[config.mk]
export PLATFORM = sky130hd
export DESIGN_NAME = riscv_wb_loadq
export DESIGN_NICKNAME = d
export VERILOG_FILES = /design/src/rtl/riscv_wb_loadq.sv
export SDC_FILE = /design/constraint.sdc
export NUM_CORES = 1
export LEC_CHECK = 0
export CORE_MARGIN = 8
export CORE_UTILIZATION = 45
export CTS_CLUSTER_DIAMETER = 150
export CTS_CLUSTER_SIZE = 30
export DETAILED_ROUTE_END_ITERATION = 8
export PLACE_DENSITY_LB_ADDON = 0.25
export SYNTH_ARGS = -nofsm -noshare
export SYNTH_HDL_FRONTEND = slang
export SYNTH_SLANG_ARGS = --single-unit
[constraint.sdc]
create_clock -name clk_i -period 21.1 [get_ports clk_i]
set_input_delay 5.275 -clock clk_i [delete_from_list [all_inputs] [get_ports clk_i]]
set_output_delay 5.275 -clock clk_i [all_outputs]
set_load 0.005 [all_outputs]
[src/rtl/riscv_wb_loadq.sv]
// -----------------------------------------------------------------------------
// riscv_wb_loadq
//
// Non-blocking data-memory write-back unit. MEM pushes load/store descriptors
// into an in-order tracking queue. Each data-memory response retires the queue
// head and produces one registered write-back: aligned and extended load data,
// the register-file write enable, and a one-hot precise exception.
//
// Parameters
//   XLEN   data/address width, 32 or 64
//   DEPTH  maximum outstanding accesses, power of two, >= 2
//
// Configuration macro
//   RV_WBQ_FULL_BYPASS_EN  when defined, a full queue also accepts a push in a
//                          cycle where a response pops the head, which makes
//                          req_ready_o combinationally dependent on the dmem
//                          response strobes. When undefined, req_ready_o
//                          depends on the entry count only.
//
// Ports
//   clk_i, rst_i              clock, synchronous active-high reset
//   req_valid_i/req_ready_o   request handshake, push on valid & ready
//   req_load_i                1 = load, 0 = store
//   req_func3_i               RISC-V funct3 (access size / unsigned)
//   req_adr_i, req_dst_i      access address, destination register
//   req_pc_i                  instruction PC
//   flush_i                   kill every queued entry (responses still drain)
//   dmem_ack_i, dmem_err_i,
//   dmem_misaligned_i,
//   dmem_page_fault_i         response strobes, any one retires the head
//   dmem_q_i                  load data, valid with dmem_ack_i
//   wb_valid_o                one access retired this cycle
//   wb_we_o, wb_dst_o, wb_r_o register-file write enable, index, data
//   wb_pc_o                   PC of the retired access
//   wb_exc_o                  {misaligned, page_fault, access_fault} one-hot
//   wb_badaddr_o              faulting address, 0 when no exception
//   occupancy_o               number of outstanding entries
// -----------------------------------------------------------------------------
module riscv_wb_loadq #(
    parameter int XLEN  = 32,
    parameter int DEPTH = 4
) (
    input  logic                     clk_i,
    input  logic                     rst_i,
    input  logic                     req_valid_i,
    output logic                     req_ready_o,
    input  logic                     req_load_i,
    input  logic [2:0]               req_func3_i,
    input  logic [XLEN-1:0]          req_adr_i,
    input  logic [4:0]               req_dst_i,
    input  logic [XLEN-1:0]          req_pc_i,
    input  logic                     flush_i,
    input  logic                     dmem_ack_i,
    input  logic                     dmem_err_i,
    input  logic                     dmem_misaligned_i,
    input  logic                     dmem_page_fault_i,
    input  logic [XLEN-1:0]          dmem_q_i,
    output logic                     wb_valid_o,
    output logic                     wb_we_o,
    output logic [4:0]               wb_dst_o,
    output logic [XLEN-1:0]          wb_r_o,
    output logic [XLEN-1:0]          wb_pc_o,
    output logic [2:0]               wb_exc_o,
    output logic [XLEN-1:0]          wb_badaddr_o,
    output logic [$clog2(DEPTH):0]   occupancy_o
);

    localparam int PTR_W = $clog2(DEPTH);
    localparam int CNT_W = PTR_W + 1;

    // -------------------------------------------------------------------------
    // Helper functions
    // -------------------------------------------------------------------------

    // LD and LWU only exist on RV64; funct3 111 is never a load.
    function automatic logic f3_supported(input logic [2:0] f3);
        logic ok;
        case (f3)
            3'b011, 3'b110: ok = (XLEN == 64);
            3'b111:         ok = 1'b0;
            default:        ok = 1'b1;
        endcase
        return ok;
    endfunction

    // Move the addressed byte lane down to bit 0.
    function automatic logic [XLEN-1:0] align_load(input logic [XLEN-1:0] data,
                                                   input logic [2:0]      off);
        logic [5:0] sh;
        sh = {off, 3'b000};
        return data >> sh;
    endfunction

    // Sign- or zero-extend the aligned data according to funct3.
    function automatic logic [XLEN-1:0] extend_load(input logic [2:0]      f3,
                                                    input logic [XLEN-1:0] d);
        logic signed [7:0]  b_s;
        logic signed [15:0] h_s;
        logic signed [31:0] w_s;
        logic [XLEN-1:0]    res;
        b_s = $signed(d[7:0]);
        h_s = $signed(d[15:0]);
        w_s = $signed(d[31:0]);
        case (f3)
            3'b000:  res = XLEN'(b_s);
            3'b001:  res = XLEN'(h_s);
            3'b010:  res = XLEN'(w_s);
            3'b011:  res = d;
            3'b100:  res = XLEN'(d[7:0]);
            3'b101:  res = XLEN'(d[15:0]);
            3'b110:  res = XLEN'(d[31:0]);
            default: res = '0;
        endcase
        return res;
    endfunction

    // Fixed priority: misaligned > page fault > access fault.
    function automatic logic [2:0] exc_encode(input logic mis,
                                              input logic pf,
                                              input logic err);
        logic [2:0] e;
        if (mis)      e = 3'b100;
        else if (pf)  e = 3'b010;
        else if (err) e = 3'b001;
        else          e = 3'b000;
        return e;
    endfunction

    // -------------------------------------------------------------------------
    // Queue control
    // -------------------------------------------------------------------------
    logic [PTR_W-1:0] head_q, head_d;
    logic [PTR_W-1:0] tail_q, tail_d;
    logic [CNT_W-1:0] count_q, count_d;

    logic resp;
    logic pop;
    logic push;

    assign resp = dmem_ack_i | dmem_err_i | dmem_misaligned_i | dmem_page_fault_i;
    // A response with nothing outstanding is a stray and is ignored.
    assign pop  = resp & (count_q != '0);
    assign push = req_valid_i & req_ready_o;

`ifdef RV_WBQ_FULL_BYPASS_EN
    assign req_ready_o = (count_q < CNT_W'(DEPTH)) | resp;
`else
    assign req_ready_o = (count_q < CNT_W'(DEPTH));
`endif

    assign occupancy_o = count_q;

    always_comb begin
        head_d  = head_q + PTR_W'(pop);
        tail_d  = tail_q + PTR_W'(push);
        count_d = count_q + CNT_W'(push) - CNT_W'(pop);
    end

    always_ff @(posedge clk_i) begin
        if (rst_i) begin
            head_q  <= '0;
            tail_q  <= '0;
            count_q <= '0;
        end else begin
            head_q  <= head_d;
            tail_q  <= tail_d;
            count_q <= count_d;
        end
    end

    // -------------------------------------------------------------------------
    // Entry storage (no reset: validity is tracked by count_q)
    // -------------------------------------------------------------------------
    logic            ld_q   [DEPTH];
    logic [2:0]      f3_q   [DEPTH];
    logic [XLEN-1:0] adr_q  [DEPTH];
    logic [4:0]      dst_q  [DEPTH];
    logic [XLEN-1:0] pc_q   [DEPTH];
    logic            kill_q [DEPTH];

    always_ff @(posedge clk_i) begin
        // Marking every slot is cheaper than qualifying with occupancy; a
        // free slot gets its kill bit rewritten when it is next pushed.
        if (flush_i) begin
            for (int i = 0; i < DEPTH; i++) begin
                kill_q[i] <= 1'b1;
            end
        end
        if (push) begin
            ld_q[tail_q]   <= req_load_i;
            f3_q[tail_q]   <= req_func3_i;
            adr_q[tail_q]  <= req_adr_i;
            dst_q[tail_q]  <= req_dst_i;
            pc_q[tail_q]   <= req_pc_i;
            kill_q[tail_q] <= flush_i;
        end
    end

    // -------------------------------------------------------------------------
    // Retire: decode the head entry against the current response
    // -------------------------------------------------------------------------
    logic            h_ld;
    logic [2:0]      h_f3;
    logic [XLEN-1:0] h_adr;
    logic [4:0]      h_dst;
    logic [XLEN-1:0] h_pc;
    logic            h_kill;
    logic [2:0]      h_off;

    assign h_ld   = ld_q[head_q];
    assign h_f3   = f3_q[head_q];
    assign h_adr  = adr_q[head_q];
    assign h_dst  = dst_q[head_q];
    assign h_pc   = pc_q[head_q];
    // A flush in the retire cycle also silences the head being retired.
    assign h_kill = kill_q[head_q] | flush_i;
    assign h_off  = (XLEN == 64) ? h_adr[2:0] : {1'b0, h_adr[1:0]};

    logic            wb_valid_q, wb_valid_d;
    logic            wb_we_q,    wb_we_d;
    logic [4:0]      wb_dst_q,   wb_dst_d;
    logic [XLEN-1:0] wb_r_q,     wb_r_d;
    logic [XLEN-1:0] wb_pc_q,    wb_pc_d;
    logic [2:0]      wb_exc_q,   wb_exc_d;
    logic [XLEN-1:0] wb_bad_q,   wb_bad_d;
    logic [2:0]      retire_exc;
    logic            retire_ok;

    always_comb begin
        wb_valid_d = 1'b0;
        wb_we_d    = 1'b0;
        wb_dst_d   = '0;
        wb_r_d     = '0;
        wb_pc_d    = '0;
        wb_exc_d   = '0;
        wb_bad_d   = '0;
        retire_exc = exc_encode(dmem_misaligned_i, dmem_page_fault_i, dmem_err_i);
        retire_ok  = !h_ld || f3_supported(h_f3);
        if (pop && !h_kill) begin
            wb_valid_d = 1'b1;
            wb_dst_d   = h_dst;
            wb_pc_d    = h_pc;
            // An unsupported load width retires as a harmless no-op.
            if (retire_ok) begin
                wb_exc_d = retire_exc;
                if (retire_exc != 3'b000) begin
                    wb_bad_d = h_adr;
                end else if (h_ld) begin
                    wb_r_d  = extend_load(h_f3, align_load(dmem_q_i, h_off));
                    wb_we_d = (h_dst != 5'd0);
                end
            end
        end
    end

    // -------------------------------------------------------------------------
    // Registered write-back outputs
    // -------------------------------------------------------------------------
    always_ff @(posedge clk_i) begin
        if (rst_i) begin
            wb_valid_q <= 1'b0;
            wb_we_q    <= 1'b0;
            wb_dst_q   <= '0;
            wb_r_q     <= '0;
            wb_pc_q    <= '0;
            wb_exc_q   <= '0;
            wb_bad_q   <= '0;
        end else begin
            wb_valid_q <= wb_valid_d;
            wb_we_q    <= wb_we_d;
            wb_dst_q   <= wb_dst_d;
            wb_r_q     <= wb_r_d;
            wb_pc_q    <= wb_pc_d;
            wb_exc_q   <= wb_exc_d;
            wb_bad_q   <= wb_bad_d;
        end
    end

    assign wb_valid_o   = wb_valid_q;
    assign wb_we_o      = wb_we_q;
    assign wb_dst_o     = wb_dst_q;
    assign wb_r_o       = wb_r_q;
    assign wb_pc_o      = wb_pc_q;
    assign wb_exc_o     = wb_exc_q;
    assign wb_badaddr_o = wb_bad_q;

endmodule

=== After elaboration in Yosys (flattened, before gate mapping) ===
Memory sizes are Yosys's and may differ from the RTL's. A register that Yosys moved wholly into a read port is not among the register bits.
Index checks and enable logic that the tools add are counted.

* Output and inout bits: 110
* Bits in registers: 81
* Word-level logic and storage cells: 67
* Bits of input ports: 113
* Memories: 6
* RAM bits: 296

{| class="wikitable"
|+ Memories
! memory !! words !! width !! rd ports !! clocked after Yosys merged registers in !! write ports !! RTL line !! RTL
|-
| adr_q || 4 || 32 || 1 || 1 || 1 || 176 || <nowiki>logic [XLEN-1:0] adr_q [DEPTH];</nowiki>
|-
| pc_q || 4 || 32 || 1 || 1 || 1 || 178 || <nowiki>logic [XLEN-1:0] pc_q [DEPTH];</nowiki>
|-
| dst_q || 4 || 5 || 1 || 1 || 1 || 177 || <nowiki>logic [4:0] dst_q [DEPTH];</nowiki>
|-
| f3_q || 4 || 3 || 1 || 1 || 1 || 175 || <nowiki>logic [2:0] f3_q [DEPTH];</nowiki>
|-
| kill_q || 4 || 1 || 1 || 1 || 5 || 179 || <nowiki>logic kill_q [DEPTH];</nowiki>
|-
| ld_q || 4 || 1 || 1 || 1 || 1 || 174 || <nowiki>logic ld_q [DEPTH];</nowiki>
|}

* Mux-type cells: 15
* Reduce and logical (&&, ||, !) cells: 14
* Shift-type cells: 1
* Eq/ne operators: 7
* $add $sub $neg: 4
* Bitwise gates (word level): 10
* Order comparisons: 1

{| class="wikitable"
|+ Operator list
! cell !! number
|-
| $pmux 32 s5 || 1
|-
| $shr 32x5->32 || 1
|-
| $eq 3x3->1 const B || 4
|-
| $mux 2 || 6
|-
| $reduce_or 3->1 || 3
|-
| $mux 1 || 7
|-
| $eq 3x2->1 const B || 2
|-
| $reduce_bool 3->1 || 2
|-
| $reduce_bool 5->1 || 1
|-
| $reduce_or 5->1 || 1
|-
| $add 2x1->2 || 2
|-
| $not 1->1 || 4
|-
| $or 1x1->1 || 4
|-
| $reduce_or 4->1 || 1
|-
| $add 3x1->3 || 1
|-
| $eq 3x1->1 const B || 1
|-
| $logic_not 3->1 || 1
|-
| $lt 3x3->1 const B || 1
|-
| $mux 3 || 1
|-
| $sub 3x1->3 || 1
|-
| $and 1x1->1 || 2
|-
| $logic_not 1->1 || 2
|-
| $reduce_or 2->1 || 1
|-
| $logic_and 1x1->1 || 1
|-
| $logic_or 1x1->1 || 1
|}

=== Depth between registers and ports, before layout ===
Gate-level depths: netlist of run 1.

* Depth after elaboration: 7
* Depth in mapped cells: 10
* Gate-level depth less buffers: 10

=== Worst setup path after synthesis of run 1 ===
Ideal clock, no wire load.

* Kind: input port to flip-flop
* Start: input port req_valid_i
* End: memory adr_q[0][0], enable pin
* Buffers on the path: 0
* Stages on the path: 2
* Data arrival time: 10.349 ns
* Required time: 20.503 ns
* Library setup time: 0.597 ns
* Path slack: 10.155 ns
* Cells stage by stage: nand2_1 nor3_1

* Longest elaborated chain between the ends: 3

{| class="wikitable"
|+ Ends and longest elaborated chain
! element !! RTL line !! RTL
|-
| from (decl) || 45 || <nowiki>input logic req_valid_i,</nowiki>
|-
| $and 1x1->1 || 143 || <nowiki>assign push = req_valid_i & req_ready_o;</nowiki>
|-
| $mux 1 || 189 || <nowiki>if (push) begin</nowiki>
|-
| $mux 1 (not written as such) || 192 || <nowiki>adr_q[tail_q] <= req_adr_i;</nowiki>
|-
| to (decl) || 176 ||
|}

Every way passes these cells.

=== Final worst setup path of run 1 ===
* Start: input port dmem_misaligned_i
* End: register wb_r_q[1], in the netlist wb_r_o[1]

* Longest elaborated chain between the ends: 6
* Elaborated cells between the ends (all ways): 8
* Classes of those cells: mux (1); bitwise (4); reduce/logical (3)

{| class="wikitable"
|+ Ends and longest elaborated chain
! element !! RTL line !! RTL
|-
| from (decl) || 55 || <nowiki>input logic dmem_misaligned_i,</nowiki>
|-
| $or 1x1->1 (2 in a row) || 140 || <nowiki>assign resp = dmem_ack_i | dmem_err_i | dmem_misaligned_i | dmem_page_fault_i;</nowiki>
|-
| $and 1x1->1 || 142 || <nowiki>assign pop = resp & (count_q != '0);</nowiki>
|-
| $logic_and 1x1->1 || 239 || <nowiki>if (pop && !h_kill) begin</nowiki>
|-
| $not 1->1 (no source line) || -- ||
|-
| $reduce_or 5->1 (no source line) * || -- ||
|-
| to (signal assigned) || 272 || <nowiki>wb_r_q <= wb_r_d;</nowiki>
|-
| to (decl) || 222 || <nowiki>logic [XLEN-1:0] wb_r_q, wb_r_d;</nowiki>
|}

Mark *: on every way between the ends. The rest lies on a longest branch, timed or not.
A chain may end at the register's enable or synchronous reset.

==> reports/results.txt, run 1 <==
Fmax - 121 MHz
Synth-to-layout area growth - 21.6%
Via density - 5.25
Yosys cell types - 39
Htree depth - 1
Die ar. - 38300 µm²
Initial antenna violation count - 2
GRT Total Usage - 0.158
Top_reg_cell synth - edfxtp_1
Pwr/cell area - 98.9 nW/µm²
Register share of total power - 0.558
Min-delay worst type - register to register
Post_cts resized - 0
DRC viols - 0
Maximum clock insertion buffer count - 3
Die Wd - 196 µm
Initial Utilization - 0.452
Postcts setup bufs - 0
Number of CTS-inserted buffers - 17
Maxcap violations - 0
Core box area - 32200 µm²
Most frequent cells in the layout - edfxtp_1, clkdlybuf4s50_1, dfxtp_1, mux4_2, nor2b_1
Worst-path fanout max - 39
Ant diodes - 0
Drt wl/cell - 21.9 µm
Num ports - 223
Crit Path Category - input pin to register
Worst VDD drop - 0.0000723 V
First-pass GRT wire length - 47200 µm
Int Power - 0.00129 W
Number of global-route vias before repair - 7879
CTS Root Cell - clkbuf_16
Buffers on Ports - 222
Yosys reg bits - 409
CP arrival - 8.70 ns
Logic gate share of total power - 0.220
Final Wtd Congestion - 0.811
Final TNS setup - 0 ns
Clock share of power - 0.222
Final setup viols - 0
# nets final - 1095
Async SR Flop Fraction - 0
Vias - 7344
DIE HEIGHT - 196 µm
Synth Area per Inst - 19.0 µm²
Most common cell after layout, fill and taps aside - edfxtp_1
Sink Count - 409
Sequential area share after synthesis - 0.764
Post-DP HPWL - 19100 µm
DRT antenna net count - 0
Final global-route overflow total - 0
Status - finished, final reports clean
Slew headroom - 0.254
Switching pwr - 0.000461 W
Post-Syn Area - 14500 µm²
P_leak - 5.88 nW
Final hold violations - 0
Syn Inst Count - 766
RSZ-0062 raised after global routing - false
Clock transition at the registers of the reported paths - 0.11 ns
Crit. End Element - register
Final Critical Period - 8.28 ns
Iter 0 DRT Violations - 334
Largest net degree at the start of global routing - 43
Setup crit start kind - input pin
Layout cell share with drive strength beyond 1 - 0.122
Core Util, Final - 0.549
Post-synth EDFFs - 292
Final cycle utilization of the critical path - 0.392
Detailed Route WL - 30700 µm
Non-filler instance count after layout - 1398
DR pass1 iterations - 4
# hold bufs at CTS - 0
Sw Ratio - 0.263
Placed cells - 1368
CTS tree - done
Clock skew - 0.0153 ns
Post-synth net total - 882
Worst skew pair latency - 0.52 ns
CP Data Required Time - 21.53 ns
Least-Margin Pin Slew - 1.12 ns
Core Rows - 66
Yosys warns - 0
Final Max Tran Viols - 0
[kinds of logic after synthesis]
group / after synthesis / share of synthesized area
AO/OA/AOI/OAI: 55 / 0.0258
XOR/XNOR: 5 / 0.00301
buffers and inverters: 55 / 0.0174
flip-flops: 409 / 0.764
AND/OR/NAND/NOR: 146 / 0.0585
adder cells (fa/ha/maj): 3 / 0.00310
multiplexers: 93 / 0.128
[through the flow]
step / setup slack [ns] / instance area (µm²) / hold WS [ns] / total power [W]
final: 12.82 / 17700 / 0.468 / 0.00175
after global routing: 12.51 / 17700 / 0.497 / 0.00184
after CTS: 12.80 / 17700 / 0.469 / 0.00178
after detailed placement: 12.25 / 17200 / 0.452 / 0.00139
after global placement: 12.27 / 17200 / 0.445 / 0.00138
after floorplan: 10.15 / 14500 / 0.436 / 0.00127
[synthesized netlist by cell type, types with 2 or more instances]
master | instances | area, µm²
nand2b_1 | 5 | 31.3
xnor2_1 | 4 | 35.0
nand2_1 | 23 | 86.3
buf_2 | 9 | 45.0
a21oi_1 | 26 | 130
inv_1 | 16 | 60.1
or3_1 | 9 | 56.3
and3_1 | 34 | 213
mux2i_1 | 18 | 180
clkbuf_8 | 2 | 27.5
nand3b_1 | 2 | 15.0
and2_1 | 2 | 12.5
clkbuf_1 | 20 | 75.1
buf_6 | 2 | 22.5
mux4_2 | 75 | 1690
nor2_1 | 13 | 48.8
ha_1 | 2 | 25.0
o21bai_1 | 4 | 30.0
dfxtp_1 | 117 | 2340
edfxtp_1 | 292 | 8770
nor2b_1 | 47 | 294
nor3_1 | 3 | 15.0
o22ai_1 | 8 | 50.1
buf_1 | 6 | 22.5
a211oi_1 | 9 | 67.6
a211oi_2 | 5 | 62.6
[final cells by class]
| cell class | count | area, µm² |
|---|---|---|
| clock inverters | 2 | 25.0 |
| multi-input cells | 302 | 3210 |
| repair buffers | 233 | 2300 |
| well taps | 408 | 510 |
| inverters | 16 | 60.1 |
| fillers | 2608 | 14500 |
| flip-flops and latches | 409 | 11100 |
| clock buffers | 28 | 467 |
[layer usage]
layer	up-vias	track usage	share of wire
met5	-	0	0.00072
li1	3384	-	-
met3	27	0.0437	0.068
met1	3752	0.199	0.42
met2	177	0.276	0.50
met4	4	0.0216	0.010
[path summary, 6_finish.rpt]
path                   startpoint                   end  slack [ns]  cells past startpoint
max reg2reg  head_q[0]$_SDFF_PP0_  wb_r_o[1]$_SDFF_PP0_       16.83                      5
min reg2reg     kill_q[1]$_DFF_P_     kill_q[1]$_DFF_P_        0.47                      2
min             kill_q[1]$_DFF_P_     kill_q[1]$_DFF_P_        0.47                      2
max             dmem_misaligned_i  wb_r_o[1]$_SDFF_PP0_       12.82                      7
[worst max-delay path, stage by stage]
cell	delay, ns
clkdlybuf4s50_1	0.54
nor4_1	0.11
buf_4	0.17
or4b_4	0.81
a31oi_4	0.97
nand3b_4	0.49
a211oi_1	0.31
[flip-flops by register name, summed over array words and instances, names as in the netlist, 4 cells and up]
name / flops
dst_q: 20
kill_q: 4
ld_q: 4
wb_dst_o: 5
wb_pc_o: 32
adr_q: 128
pc_q: 128
wb_badaddr_o: 32
wb_r_o: 32
f3_q: 12
[power groups by stage]
stage	Sequential (W)	Combinational (W)	Clock, W
final	0.000975	0.000385	0.000389
after global routing	0.000986	0.000421	0.000430
after CTS	0.000980	0.000394	0.000405
after detailed placement	0.000998	0.000393	0
after global placement	0.000995	0.000390	0
after floorplan	0.000971	0.000299	0
Note: power is estimated with default switching activity, not from simulation.
==> run 2: changes to the inputs <==
Clock period 21.1 ns to 7.85 ns, I/O delays scaled along.
==> run 2 against run 1 <==
  * Clock skew rose by 0.011 ns
  * Largest power group unchanged
  * Global-route usage is essentially flat
  * Core utilization is the same
  * Critical endpoint unchanged
  * Routed wire length shrank 0.14%
  * Design area unchanged
  * Cell count unchanged
  * Critical path type unchanged
==> reports/results.txt, run 2 (synthesis results as in run 1) <==
Status - finished, final reports clean
Postcts setup bufs - 0 (unchanged)
Core Util, Final - 0.549 (unchanged)
# nets final - 1095 (unchanged)
Placed cells - 1368 (unchanged)
DR pass1 iterations - 4 (unchanged)
Ant diodes - 0 (unchanged)
Detailed Route WL - 30600 µm (-0.14%)
First-pass GRT wire length - 46900 µm (-0.58%)
Final setup viols - 0 (unchanged)
Worst r2r src - head_q[0]$_SDFF_PP0_
Number of global-route vias before repair - 7881 (+0.025%)
Clock skew - 0.0259 ns (+0.0106 ns)
Htree depth - 1 (unchanged)
Min-delay worst type - register to register
Least-Margin Pin Slew - 1.14 ns (+0.0202 ns)
Post-DP HPWL - 19200 µm (+0.52%)
Core Rows - 66 (unchanged)
Final TNS setup - 0 ns (unchanged)
P_leak - 5.88 nW (unchanged)
Worst-path fanout max - 39 (unchanged)
DRC viols - 0 (unchanged)
Largest net degree at the start of global routing - 44 (+2.3%)
Wire length on met3 - 2140 µm (+2.0%)
# hold bufs at CTS - 0 (unchanged)
Pwr/cell area - 266 nW/µm² (+170%)
Vias - 7293 (-0.69%)
Setup crit start - dmem_misaligned_i
Maximum clock insertion buffer count - 3 (unchanged)
Number of CTS-inserted buffers - 17 (unchanged)
Clock transition at the registers of the reported paths - 0.11 ns (about the same)
Initial antenna violation count - 2 (unchanged)
CP arrival - 5.39 ns (-3.31 ns)
Final hold violations - 0 (unchanged)
Crit Path Category - input pin to register
Buffers on Ports - 222 (unchanged)
Final Max Tran Viols - 0 (unchanged)
Num ports - 223 (unchanged)
Via density - 5.22 (-0.69%)
Core box area - 32200 µm² (unchanged)
Most frequent cells in the layout - edfxtp_1, clkdlybuf4s50_1, dfxtp_1, mux4_2, nor2b_1
Initial Utilization - 0.452 (unchanged)
Slew headroom - 0.241 (-0.0135)
Met1 Wirelength - 13000 µm (-0.53%)
Final total power - 0.00470 W (+170%)
Final global-route overflow total - 0 (unchanged)
Worst skew pair latency - 0.54 ns (+0.02 ns)
CTS Root Cell - clkbuf_16
Highest routed layer - met5
Most common cell after layout, fill and taps aside - edfxtp_1
Synth-to-layout area growth - 21.6% (unchanged)
Post_cts resized - 0 (unchanged)
HP Start - kill_q[3]$_DFF_P_
Fmax - 202 MHz
RSZ-0062 raised after global routing - false
Die ar. - 38300 µm² (unchanged)
DRT antenna net count - 0 (unchanged)
CTS tree - done
Setup crit start kind - input pin
Layout cell share with drive strength beyond 1 - 0.122 (unchanged)
Die Wd - 196 µm (unchanged)
Sink Count - 409 (unchanged)
WL met2 - 15100 µm (-0.57%)
Crit. End Element - register
Non-filler instance count after layout - 1398 (unchanged)
Fillers - 2596 (-0.46%)
GRT Total Usage - 0.157 (-0.000405)
Top flop regs - adr_q x128, pc_q x128
Final cycle utilization of the critical path - 0.631
DIE HEIGHT - 196 µm (unchanged)
Worst VDD drop - 0.000199 V (+180%)
Final Wtd Congestion - 0.808 (-0.39%)
Final Critical Period - 4.95 ns
CP Data Required Time - 8.28 ns (-13.25 ns)
Maxcap violations - 0 (unchanged)
Drt wl/cell - 21.9 µm (-0.14%)
Iter 0 DRT Violations - 354 (+6.0%)
-- run 2: cell counts in the layout (fill, tap and decap cells not counted) --
No cell type changed its count.
-- run 2: path summary, 6_finish.rpt --
kind                     endpoint  slack (ns)  cells after the start
max          wb_r_o[1]$_SDFF_PP0_        2.90                      7
min reg2reg     kill_q[3]$_DFF_P_        0.47                      2
min             kill_q[3]$_DFF_P_        0.47                      2
max reg2reg  wb_r_o[1]$_SDFF_PP0_        3.62                      5
-- run 2: metrics by stage --
stage | worst slack (ns) | hold WS [ns] | area (µm²)
6_report | 2.90 | 0.470 | 17700
5_1_grt | 2.64 | 0.491 | 17700
4_1_cts | 2.86 | 0.469 | 17700
3_5_place_dp | 2.30 | 0.451 | 17200
3_3_place_gp | 2.33 | 0.447 | 17200
2_1_floorplan | 0.217 | 0.436 | 14500
-- run 2: cell type report --
class,count,area [µm²],share of cell area
sequential,409,11100,0.628
multi-input combinational,302,3210,0.181
timing repair buffer,233,2300,0.130
tap,408,510,0.0289
clock buffer,28,467,0.0264
inverter,16,60.1,0.00339
clock inverter,2,25.0,0.00141
-- run 2: metal layers --
metal | track usage | up-vias
met5 | 0 | -
met4 | 0.0261 | 4
met3 | 0.0449 | 26
met2 | 0.277 | 181
met1 | 0.194 | 3702
li1 | - | 3380
-- run 2: power breakdown --
group / internal [W] / switching (W) / total (W)
clock network: 0.000422 / 0.000623 / 0.00104
logic: 0.000536 / 0.000498 / 0.00103
registers: 0.00251 / 0.000114 / 0.00262
-- run 2: critical path, stage by stage --
cell             delay [ns]
clkdlybuf4s50_1        0.53
nor4_1                 0.11
buf_4                  0.17
or4b_4                 0.82
a31oi_4                0.98
nand3b_4               0.49
a211oi_1               0.31
